$ cat src/rtl/sram_store_writer.sv
// sram_store_writer: loads cfg_len stream beats into consecutive SRAM
// addresses starting at cfg_base, then pulses done for one cycle.
// Optional feature macro: STORE_LAST_CHK_EN (s_last consistency check
// driving the sticky err_last flag; when undefined err_last is tied low).
module sram_store_writer #(
    parameter int DATA_W = 64,
    parameter int ADDR_W = 10,
    parameter int LEN_W  = 10
) (
    input  logic              clk,
    input  logic              reset,
    input  logic              start,
    input  logic [ADDR_W-1:0] cfg_base,
    input  logic [LEN_W-1:0]  cfg_len,
    output logic              busy,
    output logic              done,
    input  logic [DATA_W-1:0] s_data,
    input  logic              s_valid,
    input  logic              s_last,
    output logic              s_ready,
    output logic              sram_we,
    output logic [ADDR_W-1:0] sram_addr,
    output logic [DATA_W-1:0] sram_din,
    output logic              err_last
);

    typedef enum logic [1:0] {
        IDLE,
        LOAD,
        DONE
    } state_t;

    state_t            state, state_nx;
    logic [ADDR_W-1:0] base_q;
    logic [LEN_W-1:0]  len_q;
    logic [LEN_W-1:0]  cnt_q;
    logic              accept;
    logic              last_beat;
    logic              start_take;

    assign accept     = s_valid & s_ready;
    assign last_beat  = (cnt_q == (len_q - LEN_W'(1)));
    assign start_take = (state == IDLE) && start;

    // State register
    always_ff @(posedge clk) begin
        if (reset) state <= IDLE;
        else       state <= state_nx;
    end

    // Next-state and state-decoded outputs
    always_comb begin
        state_nx = state;
        busy     = 1'b0;
        done     = 1'b0;
        s_ready  = 1'b0;
        case (state)
            IDLE: begin
                if (start) state_nx = (cfg_len != '0) ? LOAD : DONE;
            end
            LOAD: begin
                busy    = 1'b1;
                s_ready = 1'b1;
                if (s_valid && last_beat) state_nx = DONE;
            end
            DONE: begin
                done     = 1'b1;
                state_nx = IDLE;
            end
            default: state_nx = IDLE;
        endcase
    end

    // Transfer parameters, beat counter and registered SRAM write port
    always_ff @(posedge clk) begin
        if (reset) begin
            base_q    <= '0;
            len_q     <= '0;
            cnt_q     <= '0;
            sram_we   <= 1'b0;
            sram_addr <= '0;
            sram_din  <= '0;
        end else begin
            if (start_take && (cfg_len != '0)) begin
                base_q <= cfg_base;
                len_q  <= cfg_len;
                cnt_q  <= '0;
            end
            sram_we <= accept;
            if (accept) begin
                sram_addr <= base_q + ADDR_W'(cnt_q);
                sram_din  <= s_data;
                cnt_q     <= cnt_q + LEN_W'(1);
            end
        end
    end

`ifdef STORE_LAST_CHK_EN
    // Sticky s_last mismatch flag; cleared by any start taken in IDLE
    always_ff @(posedge clk) begin
        if (reset)                              err_last <= 1'b0;
        else if (start_take)                    err_last <= 1'b0;
        else if (accept && (s_last != last_beat)) err_last <= 1'b1;
    end
`else
    logic unused_s_last;
    assign unused_s_last = s_last;
    assign err_last      = 1'b0;
`endif

endmodule
$ cat config.mk
export PLATFORM = sky130hd
export DESIGN_NAME = sram_store_writer
export DESIGN_NICKNAME = d
export VERILOG_FILES = /design/src/rtl/sram_store_writer.sv
export SDC_FILE = /design/constraint.sdc
export NUM_CORES = 1
export LEC_CHECK = 0
export BUFFER_PORTS_ARGS = -buffer_cell sky130_fd_sc_hd__buf_2
export CAP_MARGIN = 20
export CORE_MARGIN = 4
export CORE_UTILIZATION = 53
export DETAILED_ROUTE_END_ITERATION = 10
export HOLD_SLACK_MARGIN = 0.02
export PLACE_DENSITY = 0.82
export SYNTH_ARGS = -nofsm -noshare
export SYNTH_HDL_FRONTEND = slang
export SYNTH_SLANG_ARGS = --single-unit
$ cat constraint.sdc
create_clock -name clk -period 6.3 [get_ports clk]
set_clock_uncertainty 0.2 [all_clocks]
set_input_delay 0.315 -clock clk [delete_from_list [all_inputs] [get_ports clk]]
set_output_delay 0.315 -clock clk [all_outputs]
set_load 0.03 [all_outputs]
Word-level counts from Yosys, hierarchy flattened. Cells that the tools add are included.

$add $sub $neg: 3. Multiply operators: 0. Div/mod/pow operators: 0. $lt $le $gt $ge: 0. Equal/unequal tests: 5. Shift-type cells: 0. Muxes and demuxes: 8. Bitwise logic cells: 1. Reductions and logical operators: 7.

Operator list (number): $mux 10 (2); $add 10x1->10 const B (1); $add 10x10->10 (1); $eq 10x10->1 (1); $reduce_bool 10->1 (1); $sub 10x1->10 const B (1); $mux 2 (3); $ne 2x2->1 const B (2); $pmux 2 s2 (1); $logic_and 1x1->1 (3); $eq 2x1->1 const B (1); $eq 2x2->1 const B (1); $logic_not 2->1 (1); $mux 1 (2); $reduce_and 2->1 (1); $reduce_bool 2->1 (1); $and 1x1->1 (1).

Flip-flop bits (word level): 107. Latch bits: 0. Bits in writable memories: 0. Bits in read-only memories: 0. Input port bits: 89. Logic and storage cells: 31. Memories: 0.

Depth between registers and ports, before layout. Gate-level depths: netlist of the first run.

Depth after elaboration: 5. Depth in mapped cells: 9. Gate-level depth less buffers: 9.

Worst setup path after synthesis of the first run. No wires, ideal clock.

Path type: register to register. From: register cnt_q[0]. To: register sram_addr[8]. Arrival: 1776 ps. Setup slack: 4210 ps. Cell stages (with the launch flop): 10. Buffers on the path: 0. Cell sequence: dfxtp_1 > ha_1 > inv_1 > fa_1 > nor2b_1 > o21ai_0 > a21oi_1 > o41ai_1 > xnor2_1 > a21o_1.

Cells in the longest elaborated chain, start to end: 1.

RTL lines: start: declaration (RTL line 36) `logic [LEN_W-1:0] cnt_q;`; start signal: assignment (RTL line 93) `cnt_q <= cnt_q + LEN_W'(1);`; $add 10x10->10 (RTL line 91) `sram_addr <= base_q + ADDR_W'(cnt_q);`; end signal: assignment (RTL line 91); end: declaration (RTL line 22) `output logic [ADDR_W-1:0] sram_addr,`.

No other way between the ends. A chain may end at the register's enable or synchronous reset.

Worst setup path in the final report of the first run.
From: input port cfg_len[0]. To: register cnt_q[3].

Cells in the longest elaborated chain, start to end: 3.

RTL lines: start: declaration (RTL line 14) `input logic [LEN_W-1:0] cfg_len,`; $reduce_bool 10->1 (RTL line 84) `if (start_take && (cfg_len != '0)) begin`; $logic_and 1x1->1 (RTL line 84); $reduce_bool 2->1 (no source line).

No other way between the ends.

==> metrics.txt, run 1 <==
status=complete, no violations; final worst path period share=41.9%; CP Class=input pin to flip-flop; first-pass GRT wire length=20,200 um; worst hold slack=0.0268 ns; CTS Buffer Depth=2; synthesized instance count=555; hold crit path type=input pin to flip-flop; Boundary Pins=168; GRT Total Usage=24.1%; Skew-Pair Late Insertion Delay=0.36 ns; total gr overflow=0; share of power burned in registers=52.9%; Yosys top cell by area=dfxtp_1; Final Critical Period=2.64 ns; Chip Width=101 um; Worst Path Arrival=2.71 ns; Synth area leaders=dfxtp_1, nand2_1, a21oi_1, mux2i_1, xnor2_1; worst flop-to-flop path startpoint=state[0]; cell count of the worst reg-to-reg path=7; nets=877; met1 Track Usage GR=28.3%; P_sw=0.395 mW; Distinct cells, synth=56; Pwr per Cell Area=212 mW/mm^2; Pint=0.972 mW; setup TNS=0 ns; row cnt=33; Core ar.=0.00834 mm^2; via-per-instance ratio=5.18; Mean Syn Cell Area=8.30 um^2; hold_sp=cfg_len[1]; flops & latches, synth=107; share of the synthesized area in the top cell type=46.5%; First-pass DRT Iterations=4; RR Endpoint=cnt_q[9]; Layout area overhead=39.7%; initial core utilization=55.2%; Final Wtd Congestion=0.851; Hold Vio Cnt, Final=0; maximum vdd drop=111 uV; part of the Yosys area used for sequential elements=46.5%; RSZ-0062 raised after global routing=no; Die Ht=101 um; vias in the first global route=4,357; Worst setup EP type=flip-flop; critical-path maximum fanout=26; Clock Sinks=107; Startpoint Class=input pin; Slew @ Worst Pin=1.10 ns; Yosys Warn Count=0; Pins Over Slew Limit=0; Switching Fraction=28.9%; Via Count=4,609; worst hold stages=3; Main synth FF type=dfxtp_1; Antenna Nets Post-Route=0; Slew Limit Headroom=26.8%; Post-CTS Setup Inserts=0; Post-synth EDFFs=0; WHS Endpoint=len_q[1]; cts hold-fix bufs=80; Root Driver=clkbuf_8; wire per inst=14.5 um; DR iter-0 viols=204; largest net degree at the start of global routing=108; Leak=2.81 nW; CTS Buf Count=9; CTS tree=built; register-to-register setup slack=3.75 ns; Syn Nets=656; H-tree depth=3; Die ar.=0.0102 mm^2; post-DP HPWL=7860 um; post-cts resize count=0; final setup fails=0; IO Port Bufs=165; met2 GRT Util=43.2%; post-synthesis cell area=0.00461 mm^2; Worst-path clk slew=0.10 ns; grt peak-use layer=met2; WP data required=6.37 ns; layout cells sized above 1=25.4%; Clk pwr share=29.4%; max_cap viols=0; Logic pwr share=17.8%; Routed WL=12,900 um; initial antenna violation count=0; # DRC=0; Synth async-reset ratio=0%; achievable clock frequency=378 MHz; met3 Use GR=4.34%
==> worst max path at each step <==
stage | start | endpoint | slack, ns | cells after the start
CTS | cfg_len[9] | cnt_q[3] | 3.67 | 8
global placement | s_valid | cnt_q[9] | 3.86 | 8
detailed placement | state[0] | cnt_q[9] | 3.79 | 7
global route | cfg_len[0] | cnt_q[3] | 3.55 | 8
floorplan | cnt_q[0] | sram_addr[8] | 4.21 | 9
finish | cfg_len[0] | cnt_q[3] | 3.66 | 8
==> kinds of logic (layout without fill, tap and decap cells) <==
kind of cell | Yosys count | count (layout) | share of synthesized area (%)
flip-flops | 107 | 107 | 46.5
other | 1 | 4 | 0.0814
buffers and inverters | 44 | 270 | 4.16
XOR/XNOR | 21 | 21 | 3.99
AND/OR/NAND/NOR | 232 | 232 | 22.4
AO/OA/AOI/OAI | 118 | 118 | 15.2
multiplexers | 20 | 20 | 4.35
adder cells (fa/ha/maj) | 12 | 12 | 3.42
==> power groups by stage <==
stage                     clock network (mW)  logic, mW  registers [mW]
final                                  0.401      0.243           0.723
after global routing                   0.441      0.263           0.727
after CTS                              0.412      0.241           0.722
after detailed placement                   0      0.201           0.738
after global placement                     0      0.196           0.736
after floorplan                            0      0.101           0.772
==> cell type report <==
| class | count | area [um^2] |
|---|---|---|
| Timing Repair Buffer | 248 | 1650 |
| Sequential cell | 107 | 2140 |
| Tap cell | 105 | 131 |
| Fill cell | 605 | 1910 |
| Clock inverter | 5 | 50.0 |
| Clock buffer | 11 | 141 |
| Antenna cell | 3 | 7.51 |
| Inverter | 6 | 22.5 |
| Multi-Input combinational cell | 404 | 2290 |
==> state kept, by name (all words and copies together), names as in the netlist <==
name,count
sram_din,64
base_q,10
cnt_q,10
len_q,10
sram_addr,10
state,2
sram_we,1
==> worst max-delay path: stages <==
cell and delay (ns):
dlygate4sd3_1 0.55, buf_2 0.13, or4_1 0.58, nor4_4 0.24, nor4b_2 0.08, buf_4 0.27, or2_4 0.31, a311oi_2 0.22
==> per-stage QoR <==
stage | setup slack, ns | cells | util (%) | power (mW) | cell area (um^2)
after global routing | 3.55 | 886 | 77.0 | 1.43 | 6430
final | 3.66 | 889 | 77.1 | 1.37 | 6430
after floorplan | 4.21 | 555 | - | 0.873 | 4610
after CTS | 3.67 | 886 | 77.0 | 1.37 | 6430
after global placement | 3.86 | 790 | 65.2 | 0.932 | 5430
after detailed placement | 3.79 | 790 | 65.2 | 0.939 | 5430
==> cells in the final DEF (no fill, tap or decap), types with 2 or more instances in the layout <==
master         count
a211oi_1           4
a21o_1             2
a21oi_1           79
a311oi_2           4
a31oi_1            2
and2_1             2
and3_1             2
buf_2            164
buf_4              4
clkbuf_8          10
clkinv_4           3
dfxtp_1          107
diode_2            3
dlygate4sd3_1     80
ha_1              11
inv_1              6
mux2i_1           20
nand2_1          149
nand2b_1           3
nand3_1            4
nand3b_1           3
nand4_1            2
nor2_1            34
nor2b_1            6
nor3_1             8
nor3b_1            2
o211ai_1           3
o21ai_0           12
o31ai_1            2
or2_2              2
or3_1              2
xnor2_1           16
xor2_1             5
==> synthesized netlist by cell type, drive strengths merged, types with 2 or more instances <==
cell,instances
a31oi,2
nor3b,2
o31ai,2
nand3,4
xnor2,16
clkbuf,29
dfxtp,107
o211ai,3
inv,6
mux2i,20
or4,2
nor2b,6
xor2,5
and3,2
a211oi,4
a21o,2
o21ai,13
a21oi,79
or2,3
nor4b,2
nor3,8
nor4,3
a311oi,5
and2,2
nand2b,3
buf,9
nand2,149
or3,3
nor2,35
nand3b,3
ha,11
nand4,2
==> routing by layer <==
| metal | routed length, um | vias to the layer above |
|---|---|---|
| met3 | 759 | 28 |
| met5 | 0 | - |
| met4 | 329 | 0 |
| li1 | - | 2316 |
| met2 | 6680 | 144 |
| met1 | 5120 | 2121 |
Power figures use the tool's default switching activity.
==> run 2: changes to the inputs <==
--- a/config.mk
+++ b/config.mk
@@ -8,10 +8,10 @@
 export BUFFER_PORTS_ARGS = -buffer_cell sky130_fd_sc_hd__buf_2
 export CAP_MARGIN = 20
 export CORE_MARGIN = 4
-export CORE_UTILIZATION = 53
+export CORE_UTILIZATION = 45
 export DETAILED_ROUTE_END_ITERATION = 10
 export HOLD_SLACK_MARGIN = 0.02
-export PLACE_DENSITY = 0.82
+export PLACE_DENSITY = 0.74
 export SYNTH_ARGS = -nofsm -noshare
 export SYNTH_HDL_FRONTEND = slang
 export SYNTH_SLANG_ARGS = --single-unit
==> constraint.sdc (replaced) <==
create_clock -name clk -period 2.2 [get_ports clk]
set_clock_uncertainty 0.2 [all_clocks]
set_input_delay 0.11 -clock clk [delete_from_list [all_inputs] [get_ports clk]]
set_output_delay 0.11 -clock clk [all_outputs]
set_load 0.03 [all_outputs]
==> metrics.txt, run 2 (synthesized netlist as in run 1, its figures left out) <==
initial core utilization=46.7%; post-DP HPWL=8490 um; biggest cell delay along the critical path=0.58 ns; cell count of the worst reg-to-reg path=9; Reg area=0.00215 mm^2; first-pass GRT wire length=21,100 um; non-filler cells, final=936; maximum vdd drop=294 uV; row cnt=36; Final Critical Period=2.11 ns; First-pass DRT Iterations=5; initial antenna violation count=0; Startpoint Class=input pin; vias in the first global route=4,477; Top reg by flops=sram_din; CTS tree=built; via-per-instance ratio=5.06; Worst setup EP type=flip-flop; CTS Buf Count=9; WHS Endpoint=cnt_q[6]; Leak=2.99 nW; worst path bufs/invs=1; total gr overflow=0; Antenna Nets Post-Route=0; Worst Path Arrival=2.20 ns; wire per inst=14.5 um; Hold Vio Cnt, Final=0; final setup fails=0; critical-path maximum fanout=4; worst hold stages=5; hold crit path type=input pin to flip-flop; most common cell after layout, fill and taps aside=buf_2; WP data required=2.28 ns; critical path's slowest cell=dlygate4sd3_1; placed inst area=0.00563 mm^2; Via Count=4,740; IO Port Bufs=165; Root Driver=clkbuf_8; commonest non-fill, non-tap cells in the layout=buf_2, nand2_1, dfxtp_1; max_cap viols=0; multi-input logic area=0.00234 mm^2; max FFs per register=64; Pwr per Cell Area=582 mW/mm^2; Layout area overhead=46.6%; DR iter-0 viols=339; H-tree depth=3; CP Cell Sequence=dlygate4sd3_1 -> or4_4 -> nor4_4 -> nor4b_4 -> or2_4 -> a311oi_2; status=complete, no violations; worst flop-to-flop path startpoint=cnt_q[0]; setup TNS=0 ns; CP top delay family=simple AND/OR/NAND/NOR gates; layout filler cell count=756; hold_sp=s_valid; Die Ht=109 um; Pwr Total=3.93 mW; CP Class=input pin to flip-flop; Worst-path clk slew=0.10 ns; nets=899; GRT Total Usage=22.1%; Routed WL=13,600 um; Skew-Pair Late Insertion Delay=0.37 ns; worst hold slack=0.0535 ns; largest net degree at the start of global routing=76; antenna diode count=0; RR Endpoint=sram_addr[8]; final instance area=0.00675 mm^2; Die ar.=0.0119 mm^2; register-to-register setup slack=0.11 ns; Pins Over Slew Limit=0; layout cells sized above 1=27.5%; placed cell count=836; CTS Buffer Depth=2; achievable clock frequency=473 MHz; final worst path period share=96.1%; Core ar.=0.00986 mm^2; Boundary Pins=168; Chip Width=109 um; Clock Sinks=107; Final Wtd Congestion=0.825; # DRC=0
## run 2: what timing repair did
action | in CTS | in global routing
hold endpoints to repair | 89 | 4
buffers inserted | 0 | 1
gates resized for setup | 0 | 22
setup endpoints to repair | 0 | 29
hold buffers | 86 | 4
## run 2: final cells by class
type	count	area share, %
clock buffer	10	1.89
clock inverter	6	0.704
inverter	6	0.333
multi-input combinational	404	34.7
sequential	107	31.8
tap	133	2.46
timing repair buffer	270	28.2
## run 2: how the worst max path moves through the flow
stage                     startpoint            to  slack, ns  depth (start not counted)
after floorplan             cnt_q[0]  sram_addr[8]       0.11                          9
after CTS                  base_q[2]  sram_addr[9]       0.01                          7
final                     cfg_len[0]      cnt_q[3]       0.09                          6
after global placement     base_q[0]  sram_addr[8]        0.1                          9
after global routing        len_q[1]      state[1]    -0.0006                          8
after detailed placement   base_q[0]  sram_addr[8]       0.03                          9
## run 2: per-stage QoR
| stage | worst slack, ns | util [%] |
|---|---|---|
| after detailed placement | 0.0268 | 57.1 |
| after CTS | 0.0124 | 67.6 |
| after global placement | 0.0957 | 57.1 |
| after floorplan | 0.110 | - |
| after global routing | -0.000623 | 68.5 |
| final | 0.0865 | 68.5 |
## run 2: routing by layer
metal / wire length (um) / vias up / global-route usage [%]
met5: 0 / - / 0
met4: 319 / 0 / 8.99
met3: 989 / 29 / 5.15
met2: 6570 / 187 / 37.4
met1: 5680 / 2169 / 27.1
li1: - / 2355 / -
## run 2: report_power, final
part / total [mW] / internal, mW / switching [mW]
sequential: 2.07 / 2.02 / 0.0509
combinational: 0.745 / 0.340 / 0.405
clock: 1.12 / 0.425 / 0.694
total: 3.93 / 2.78 / 1.15
## run 2: worst min-delay path, delay by kind of cell
| kind | cells | cell delay, ns |
|---|---|---|
| and+or+nand+nor | 3 | 0.29 |
| buffers and inverters | 1 | 0.09 |
| AOI/OAI and AO/OA | 1 | 0.08 |
==> run 3: changes to the inputs <==
--- a/config.mk
+++ b/config.mk
@@ -5,7 +5,7 @@
 export SDC_FILE = /design/constraint.sdc
 export NUM_CORES = 1
 export LEC_CHECK = 0
-export BUFFER_PORTS_ARGS = -buffer_cell sky130_fd_sc_hd__buf_2
+export BUFFER_PORTS_ARGS = -buffer_cell sky130_fd_sc_hd__buf_4
 export CAP_MARGIN = 20
 export CORE_MARGIN = 4
 export CORE_UTILIZATION = 45
==> metrics.txt, run 3 (synthesized netlist as in run 1, its figures left out) <==
pre-CTS WS=0.0285 ns; Startpoint Class=input pin; initial antenna violation count=0; max FFs per register=64; failing checks=hold timing; Skew-Pair Late Insertion Delay=0.36 ns; Pins Over Slew Limit=0; nets=901; Logic pwr share=20.1%; Hold Vio Cnt, Final=1; First-pass DRT Iterations=5; row cnt=36; wire per inst=14.7 um; max_cap viols=0; layout filler cell count=706; via-per-instance ratio=5.02; CP Class=input pin to flip-flop; slack of the critical path=0.115 ns; hold crit path type=input pin to flip-flop; total gr overflow=0; Pwr per Cell Area=572 mW/mm^2; vias in the first global route=4,727; GRT Total Usage=23.0%; Worst setup EP type=flip-flop; share of power burned in registers=50.2%; CTS tree=built; Final Wtd Congestion=0.870; final instance area=0.00719 mm^2; Routed WL=13,800 um; Top reg by flops=sram_din; most common cell after layout, fill and taps aside=buf_4; achievable clock frequency=480 MHz; commonest non-fill, non-tap cells in the layout=buf_4, nand2_1, dfxtp_1; Worst-path clk slew=0.11 ns; post-DP HPWL=8880 um; Clk pwr share=29.6%; Layout area overhead=56.0%; Antenna Nets Post-Route=0; CTS Buffer Depth=2; final setup fails=0; Final Critical Period=2.08 ns; Final Util=72.9%; Switching Fraction=28.7%; Clock Sinks=107; Worst Path Arrival=2.17 ns; initial core utilization=46.7%; status=finished with violations; P_sw=1.18 mW; maximum vdd drop=477 uV; layout cells sized above 1=27.6%; antenna diode count=0; Leak=3.08 nW; worst hold slack=-0.0408 ns; Root Driver=clkbuf_8; Die ar.=0.0119 mm^2; Die Ht=109 um; Post-CTS Setup Inserts=0; Via Count=4,707; Boundary Pins=168; first-pass GRT wire length=22,100 um; largest net degree at the start of global routing=58; setup TNS=0 ns; H-tree depth=3; WP data required=2.29 ns; Chip Width=109 um; CTS Buf Count=9; register-to-register setup slack=0.13 ns; Pint=2.93 mW; Core ar.=0.00986 mm^2; DR iter-0 viols=290; IO Port Bufs=165; # DRC=0; placed inst area=0.00603 mm^2; critical-path maximum fanout=4; final worst path period share=94.8%
-- run 3: changes by cell type in the layout (fill, tap and decap cells not counted), sizes merged --
cell and delta:
buf +2, clkbuf +1, clkinv -1, clkinvlp -1, dlygate4sd3 -1, dlymetal6s4s +1, inv +1
-- run 3: worst paths after layout --
kind                            cells after the start          from      endpoint
worst max-delay path                                6    cfg_len[2]      cnt_q[7]
worst min-delay path                                3    cfg_len[0]      len_q[0]
worst max register to register                      9      cnt_q[0]  sram_addr[8]
worst min register to register                      2  sram_din[32]  sram_din[32]
-- run 3: what timing repair did --
| item | in CTS | in global routing |
|---|---|---|
| hold buffers | 86 | 4 |
| hold endpoints to repair | 91 | 4 |
| setup endpoints to repair | 0 | 30 |
| gates resized for setup | 0 | 24 |
-- run 3: final cells by class --
cell class                      instances  area, um^2  area share (%)
Clock buffer                           11         151            2.11
Clock inverter                          5        51.3           0.714
Inverter                                6        22.5           0.313
Multi-Input combinational cell        404        2350            32.7
Sequential cell                       107        2140            29.8
Tap cell                              133         166            2.32
Timing Repair Buffer                  272        2300            32.0
-- run 3: per-stage QoR --
stage                     total power, mW  cells
after detailed placement             2.79    836
after CTS                            4.13    938
after global placement               2.77    836
final                                4.11    938
after floorplan                      2.50    555
after global routing                 4.32    938
-- run 3: power by group through the flow --
stage / sequential (mW) / clock, mW / combinational (mW)
2_1_floorplan: 2.21 / 0 / 0.290
3_3_place_gp: 2.11 / 0 / 0.666
3_5_place_dp: 2.11 / 0 / 0.680
4_1_cts: 2.06 / 1.26 / 0.805
5_1_grt: 2.08 / 1.34 / 0.897
6_report: 2.07 / 1.22 / 0.827
-- run 3: routing by layer --
metal  up-vias  share of wire (%)  global-route usage (%)
li1       2350                  -                       -
met1      2147                 41                    28.3
met2       180                 49                    39.3
met3        30                7.9                    5.03
met4         0                2.5                    8.99
met5         -                  0                       0
-- run 3: worst max-delay path: stages --
cell and delay [ns]:
dlygate4sd3_1 0.56, or4_4 0.57, nor4_4 0.26, nor4b_4 0.12
or2_4 0.30, a311oi_2 0.25
